File: config.mk
export PLATFORM = sky130hd
export DESIGN_NAME = note_sequencer
export DESIGN_NICKNAME = d
export VERILOG_FILES = /design/src/rtl/note_sequencer.sv
export SDC_FILE = /design/constraint.sdc
export NUM_CORES = 1
export LEC_CHECK = 0
export ABC_AREA = 1
export ABC_CLOCK_PERIOD_IN_PS = 6500
export CORE_MARGIN = 1
export CORE_UTILIZATION = 45
export DETAILED_ROUTE_END_ITERATION = 16
export GPL_TIMING_DRIVEN = 0
export PLACE_DENSITY = 0.62
export SKIP_CTS_REPAIR_TIMING = 1
export SYNTH_ARGS = -nofsm -noshare
export SYNTH_HDL_FRONTEND = slang
export SYNTH_SLANG_ARGS = --single-unit
File: constraint.sdc
create_clock -name clk -period 6.5 [get_ports clk]
set_input_delay 1.95 -clock clk [delete_from_list [all_inputs] [get_ports clk]]
set_output_delay 1.95 -clock clk [all_outputs]
set_load 0.1 [all_outputs]
File: src/rtl/note_sequencer.sv
// Steps through a fixed eight-note divisor table, one note per TEMPO_CYCLES+1 cycles.
// Define NOTE_SEQ_REVERSE_EN to add a dir input that selects descending playback.
module note_sequencer #(
    parameter int TEMPO_CYCLES = 25000000,
    parameter int DIV_W        = 16
) (
    input  logic             clk,
    input  logic             reset_n,
    input  logic             start,
    input  logic             stop,
    input  logic             pause,
    input  logic             loop,
`ifdef NOTE_SEQ_REVERSE_EN
    input  logic             dir,
`endif
    output logic [DIV_W-1:0] divisor,
    output logic             div_load,
    output logic             div_enable,
    output logic [2:0]       note_idx,
    output logic             busy,
    output logic             done,
    output logic [1:0]       state_dbg
);

    localparam int CNT_W = $clog2(TEMPO_CYCLES);

    typedef enum logic [1:0] {S_IDLE, S_LOAD, S_PLAY, S_DONE} state_t;

    state_t           state, state_next;
    logic [CNT_W-1:0] tempo_cnt;
    logic [2:0]       idx_next;
    logic             take_start;
    logic             tempo_tc;
    logic             run_dir;
    logic             start_dir;

    function automatic logic [DIV_W-1:0] note_div(input logic [2:0] i);
        case (i)
            3'd0:    note_div = DIV_W'(47801);
            3'd1:    note_div = DIV_W'(42589);
            3'd2:    note_div = DIV_W'(37936);
            3'd3:    note_div = DIV_W'(35816);
            3'd4:    note_div = DIV_W'(31887);
            3'd5:    note_div = DIV_W'(28409);
            3'd6:    note_div = DIV_W'(25309);
            default: note_div = DIV_W'(23900);
        endcase
    endfunction

`ifdef NOTE_SEQ_REVERSE_EN
    logic dir_q;

    // Direction is captured once per run so toggling dir mid-run has no effect.
    always_ff @(posedge clk or negedge reset_n) begin
        if (!reset_n)
            dir_q <= 1'b0;
        else if (take_start)
            dir_q <= dir;
    end

    assign run_dir   = dir_q;
    assign start_dir = dir;
`else
    assign run_dir   = 1'b0;
    assign start_dir = 1'b0;
`endif

    // A paused note never reaches its terminal count.
    assign tempo_tc = (state == S_PLAY) && !pause &&
                      (tempo_cnt == CNT_W'(TEMPO_CYCLES - 1));

    always_ff @(posedge clk or negedge reset_n) begin
        if (!reset_n)
            state <= S_IDLE;
        else
            state <= state_next;
    end

    always_comb begin
        state_next = state;
        idx_next   = note_idx;
        take_start = 1'b0;
        case (state)
            S_IDLE, S_DONE: begin
                if (stop) begin
                    state_next = S_IDLE;
                end else if (start) begin
                    state_next = S_LOAD;
                    idx_next   = start_dir ? 3'd7 : 3'd0;
                    take_start = 1'b1;
                end
            end
            S_LOAD: state_next = stop ? S_IDLE : S_PLAY;
            S_PLAY: begin
                if (stop) begin
                    state_next = S_IDLE;
                end else if (tempo_tc) begin
                    if (note_idx == (run_dir ? 3'd0 : 3'd7)) begin
                        if (loop) begin
                            state_next = S_LOAD;
                            idx_next   = run_dir ? 3'd7 : 3'd0;
                        end else begin
                            state_next = S_DONE;
                        end
                    end else begin
                        state_next = S_LOAD;
                        idx_next   = run_dir ? note_idx - 3'd1 : note_idx + 3'd1;
                    end
                end
            end
            default: state_next = S_IDLE;
        endcase
    end

    always_comb begin
        busy      = 1'b0;
        done      = 1'b0;
        div_load  = 1'b0;
        state_dbg = state;
        case (state)
            S_LOAD:  begin busy = 1'b1; div_load = 1'b1; end
            S_PLAY:  busy = 1'b1;
            S_DONE:  done = 1'b1;
            default: ;
        endcase
    end

    // Divisor is latched on entry to LOAD so it is already valid while div_load is high.
    always_ff @(posedge clk or negedge reset_n) begin
        if (!reset_n) begin
            note_idx   <= 3'd0;
            divisor    <= '0;
            tempo_cnt  <= '0;
            div_enable <= 1'b0;
        end else begin
            note_idx   <= idx_next;
            div_enable <= (state_next == S_PLAY) && !((state == S_PLAY) && pause);
            if (state_next == S_LOAD)
                divisor <= note_div(idx_next);
            if (state == S_LOAD)
                tempo_cnt <= '0;
            else if (state == S_PLAY && !pause)
                tempo_cnt <= tempo_tc ? '0 : tempo_cnt + CNT_W'(1);
        end
    end

endmodule

==> results of run 1 <==
-- how the worst max path moves through the flow --
stage	depth (start not counted)	endpoint	slack [ns]
final	4	busy	2.05
after global routing	4	busy	1.95
after floorplan	3	busy	2.45
after CTS	4	busy	2.04
after detailed placement	13	tempo_cnt[20]	2.21
after global placement	1	divisor[2]	2.12
-- flip-flops by register name, indices dropped and copies added, names as in the netlist --
register	cells
div_enable	1
divisor	15
note_idx	3
state_dbg	2
tempo_cnt	25
-- synth_stat cells (all sizes together) (2+ instances only) --
library cell / number / share of area
nand2: 109 / 0.16
a31oi: 4 / 0.0092
nor3: 10 / 0.020
or2: 2 / 0.0046
nor2: 68 / 0.10
clkbuf: 3 / 0.0041
o31ai: 2 / 0.0055
inv: 48 / 0.066
nand3: 16 / 0.029
a21oi: 21 / 0.046
xor2: 3 / 0.0097
ha: 6 / 0.028
o21ai: 19 / 0.036
nand4: 8 / 0.018
dfrtp: 46 / 0.42
buf: 3 / 0.011
-- critical path: cells and delay by family, from the launching register on --
| family | cells | cell delay (ns) |
|---|---|---|
| flops | 1 | 0.45 |
| buf+inv | 3 | 1.40 |
| fa+ha+maj | 1 | 0.34 |
-- cell families (layout without fill, tap and decap cells) --
logic type      count (synthesis)  in the layout
flops                          46             46
xor+xnor                        3              3
buf+inv                        54             93
simple gates                  215            215
fa+ha+maj                       6              6
compound gates                 55             55
-- cell type report --
type	instances	share of cell area
inverter	48	0.0556
buffer	6	0.0127
tap	72	0.0278
sequential	46	0.355
timing repair buffer	31	0.0973
multi-input combinational	279	0.416
clock buffer	5	0.0212
clock inverter	3	0.0139
-- through the flow --
stage                     setup slack [ns]  hold slack (ns)  utilization  instance area (sq um)  std cells
after global routing                  1.95            0.507        0.571                   3240        490
after CTS                             2.04            0.489        0.571                   3240        490
final                                 2.05            0.486        0.571                   3240        490
after global placement                2.12            0.463        0.549                   3110        481
after detailed placement              2.21            0.464        0.551                   3130        482
after floorplan                       2.45            0.497            -                   2720        379
-- per-layer routing --
layer | routed length (um) | vias to the layer above
li1 | - | 1287
met1 | 3350 | 1143
met2 | 2740 | 37
met3 | 225 | 4
met4 | 50 | 0
met5 | 0 | -
==> metrics.cfg, run 1 <==
[outcome]
outcome = complete, no violations

[sta]
maxSlewHeadroom = 0.338
clock_skew_ns = 0.00917
rsz0062_at_grt = no
fmax_mhz = 225
finalSetupTns_ns = 0
setup_viol = 0
fin_crit_sh = 0.685
slew_viol_final = 0
worst_slew_pin_slew_ns = 0.990
timing.final.hold_violations = 0
layout_min_cycle_time_ns = 4.45

[floorplan]
coreArea_sq_um = 5680
dieArea_sq_um = 6370
die_w_um = 79.8
die_y_um = 79.8
initial_core_util = 0.480
rows = 27
top_level_ports = 31

[layout]
final_common_cell = nand2_1
antenna_cells = 0
fill_cells = 544
layout.nets = 429
multi_input_area_sq_um = 1350
most-common-layout-cells = nand2_1, nor2_1, inv_1, dfrtp_1, clkdlybuf4s50_1
area.growth.synth_to_final_pct = 19.1
ff_latch_area_sq_um = 1150
drive_gt1_frac = 0.0742

[yosys]
synth_top_family_by_area = simple AND/OR/NAND/NOR gates
synth_area_sq_um = 2720
yosysWarnings = 0
synthMuxAreaShare = 0
synth_area_per_cell_sq_um = 7.18
synth.distinct_cells = 39
synthSimpleGateAreaFrac = 0.336
synthXorXnorAreaFrac = 0.00965
synthArstFlopShare = 1.00
synth_adder_area_share = 0.0276
synth_compound_area_frac = 0.122
seq_area_frac_synth = 0.423
synth_cells = 379
ys_seq_elements = 46
ys.flop_type = dfrtp_1
synth_edf_count = 0
synth_nets = 391

[clocking]
clk_path_buf_depth = 2
numCtsBuffers = 5
root_buffer = clkbuf_8
clock_latency_ns = 0.30
clkTransAtPathRegs_ns = 0.09
htree_levels = 2
cts_tree = yes
cts.sink_count = 46

[route]
vias_per_cell = 5.04
routed_wl_mm = 6.37
drc = 0
route.detailed.wl_per_inst_um = 13.0
vias = 2471
drtIter0Drc = 146
dr.pass1.iters = 4
ant_nets = 0

[global_route]
overflow = 0
grt_pass1_vias = 2282
grt_antenna_before_repair = 0
grt_max_degree = 28
use_met2 = 0.324
use_met3 = 0.0377
busiest_layer = met1
grt_pass1_wl_mm = 10.9
gr-usage-all-layers = 0.221
use_met1 = 0.331

[critical_path]
critPathRequiredTime_ns = 4.55
max_stage_delay_ns = 1.16
endpoint_kind = output port
crit_top_cell = inv_1
critical_path.startpoint = state_dbg[0]
r2r_end = tempo_cnt[20]
cp_slowest_cell = clkdlybuf4s50_1
crit_chain = inv_1 > ha_1 > inv_1 > clkdlybuf4s50_1
cp_max_fo = 6
start_kind = flop
r2r_cells = 13
timing.rr.start = state_dbg[0]
r2r_slack_ns = 3.79
crit_arrival_ns = 2.50
setup.worst_path.class = flop to output port

[min_path]
min_path_type = flop to flop
holdPathEnd = divisor[8]
min_from = divisor[8]
hold-path-cell-count = 2

[place]
io_buffers = 30
hpwl_mm = 4.78
place_congestion = 0.830

[job]
cap_violations = 0

Power of run 1 is not shown: default switching activity piles up to over one toggle a cycle in this logic, so the estimate is an artifact.
==> run 2, diff against run 1 <==
ABC_CLOCK_PERIOD_IN_PS = 3900   (was 6500)
PLACE_DENSITY = 0.65   (was 0.62)
clock period = 3.9 ns   (was 6.5 ns; I/O delays follow)
==> run 2 against run 1 <==
Cell count unchanged. Largest cell class unchanged. Non-clock buffer count unchanged. Clock skew decreased by 0.0075 ns.
==> metrics.cfg, run 2 (same netlist as run 1, synthesis figures left out) <==
[min_path]
min_path_type = flop to flop  ; unchanged
holdPathEnd = divisor[9]  ; was divisor[8]
min_from = divisor[9]  ; was divisor[8]
hold-path-cell-count = 2  ; unchanged

[layout]
reg_top3 = tempo_cnt x25, divisor x15, note_idx x3  ; unchanged
largest_reg_flops = 25  ; unchanged
top_register = tempo_cnt  ; unchanged
antenna_cells = 0  ; unchanged
multi_input_area_sq_um = 1350  ; unchanged
utilization = 0.567  ; was 0.571
fin_cells = 490  ; unchanged
fill_cells = 564  ; was 544
ff_latch_area_sq_um = 1150  ; unchanged
layout.nets = 429  ; unchanged
area.growth.synth_to_final_pct = 18.2  ; was 19.1%
most-common-layout-cells = nand2_1, nor2_1, inv_1, dfrtp_1, clkdlybuf4s50_1  ; unchanged
drive_gt1_frac = 0.0742  ; unchanged
final_common_cell = nand2_1  ; unchanged

[job]
cap_violations = 0  ; unchanged

[sta]
fmax_mhz = 273
clock_skew_ns = 0.00164  ; was 0.00917 ns
worst_slew_pin_slew_ns = 0.978  ; was 0.990 ns
slew_viol_final = 0  ; unchanged
setup_viol = 0  ; unchanged
finalSetupTns_ns = 0  ; unchanged
timing.final.hold_violations = 0  ; unchanged
fin_crit_sh = 0.938
rsz0062_at_grt = no  ; unchanged
layout_min_cycle_time_ns = 3.66
maxSlewHeadroom = 0.346  ; was 0.338

[place]
io_buffers = 30  ; unchanged
placed_cells = 482  ; unchanged
hpwl_mm = 4.90  ; was 4.78 mm
place_congestion = 0.850  ; was 0.830

[route]
drc = 0  ; unchanged
route.detailed.wl_per_inst_um = 13.2  ; was 13.0 um
dr.pass1.iters = 5  ; was 4
routed_wl_mm = 6.47  ; was 6.37 mm
ant_nets = 0  ; unchanged
drtIter0Drc = 156  ; was 146
vias_per_cell = 5.18  ; was 5.04
vias = 2536  ; was 2,471

[clocking]
numCtsBuffers = 5  ; unchanged
htree_levels = 2  ; unchanged
clock_latency_ns = 0.30  ; about the same
root_buffer = clkbuf_8  ; unchanged
clk_path_buf_depth = 2  ; unchanged
clkTransAtPathRegs_ns = 0.09  ; about the same
cts_tree = yes  ; unchanged
cts.sink_count = 46  ; unchanged

[global_route]
grt_pass1_vias = 2375  ; was 2,282
use_met3 = 0.0354  ; was 0.0377
use_met1 = 0.333  ; was 0.331
use_met2 = 0.340  ; was 0.324
overflow = 0  ; unchanged
gr-usage-all-layers = 0.227  ; was 0.221
grt_pass1_wl_mm = 11.2  ; was 10.9 mm
busiest_layer = met2  ; was met1
grt_max_degree = 38  ; was 28
grt_antenna_before_repair = 0  ; unchanged

[outcome]
outcome = complete, no violations  ; unchanged

[critical_path]
timing.rr.start = state_dbg[0]  ; unchanged
r2r_end = tempo_cnt[20]  ; unchanged
setup.worst_path.class = flop to output port  ; unchanged
start_kind = flop  ; unchanged
cp_max_fo = 6  ; unchanged
critPathRequiredTime_ns = 2.73  ; was 4.55 ns
r2r_cells = 13  ; unchanged
r2r_slack_ns = 1.25  ; was 3.79 ns
crit_arrival_ns = 2.49  ; was 2.50 ns
endpoint_kind = output port  ; unchanged

[floorplan]
top_level_ports = 31  ; unchanged
rows = 27  ; unchanged
die_y_um = 79.8  ; unchanged
die_w_um = 79.8  ; unchanged
coreArea_sq_um = 5680  ; unchanged
dieArea_sq_um = 6370  ; unchanged
initial_core_util = 0.480  ; unchanged

run 2: final cells by class:
| type | instances | share of cell area |
|---|---|---|
| sequential | 46 | 0.358 |
| multi-input combinational | 279 | 0.420 |
| clock buffer | 5 | 0.0214 |
| tap | 72 | 0.0280 |
| buffer | 6 | 0.0128 |
| clock inverter | 3 | 0.00661 |
| timing repair buffer | 31 | 0.0980 |
| inverter | 48 | 0.0560 |
run 2: worst max-delay path, stage by stage, from the launching register on:
cell and delay [ns]:
dfrtp_1 0.44, inv_1 0.08, ha_1 0.35, inv_1 0.16, clkdlybuf4s50_1 1.16
run 2: how the worst max path moves through the flow:
stage                  from            end  slack (ns)
2_1_floorplan  state_dbg[0]           busy        0.63
6_report       state_dbg[0]           busy        0.24
3_3_place_gp        reset_n     divisor[6]        0.32
3_5_place_dp          pause  tempo_cnt[20]        0.39
4_1_cts        state_dbg[0]           busy        0.21
5_1_grt        state_dbg[0]           busy        0.09
run 2: metal layers:
metal  up-vias  share of wire
met5         -              0
met4         0         0.0068
met3         4          0.035
met2        37           0.45
met1      1205           0.50
li1       1290              -
run 2: stage by stage:
stage / hold slack [ns] / setup WS, ns / instance area [sq um]
global route: 0.516 / 0.0942 / 3220
floorplan: 0.497 / 0.628 / 2720
CTS: 0.497 / 0.212 / 3220
finish: 0.494 / 0.241 / 3220
detailed placement: 0.464 / 0.390 / 3130
global placement: 0.464 / 0.318 / 3110
Power of run 2 is left out for the same reason.
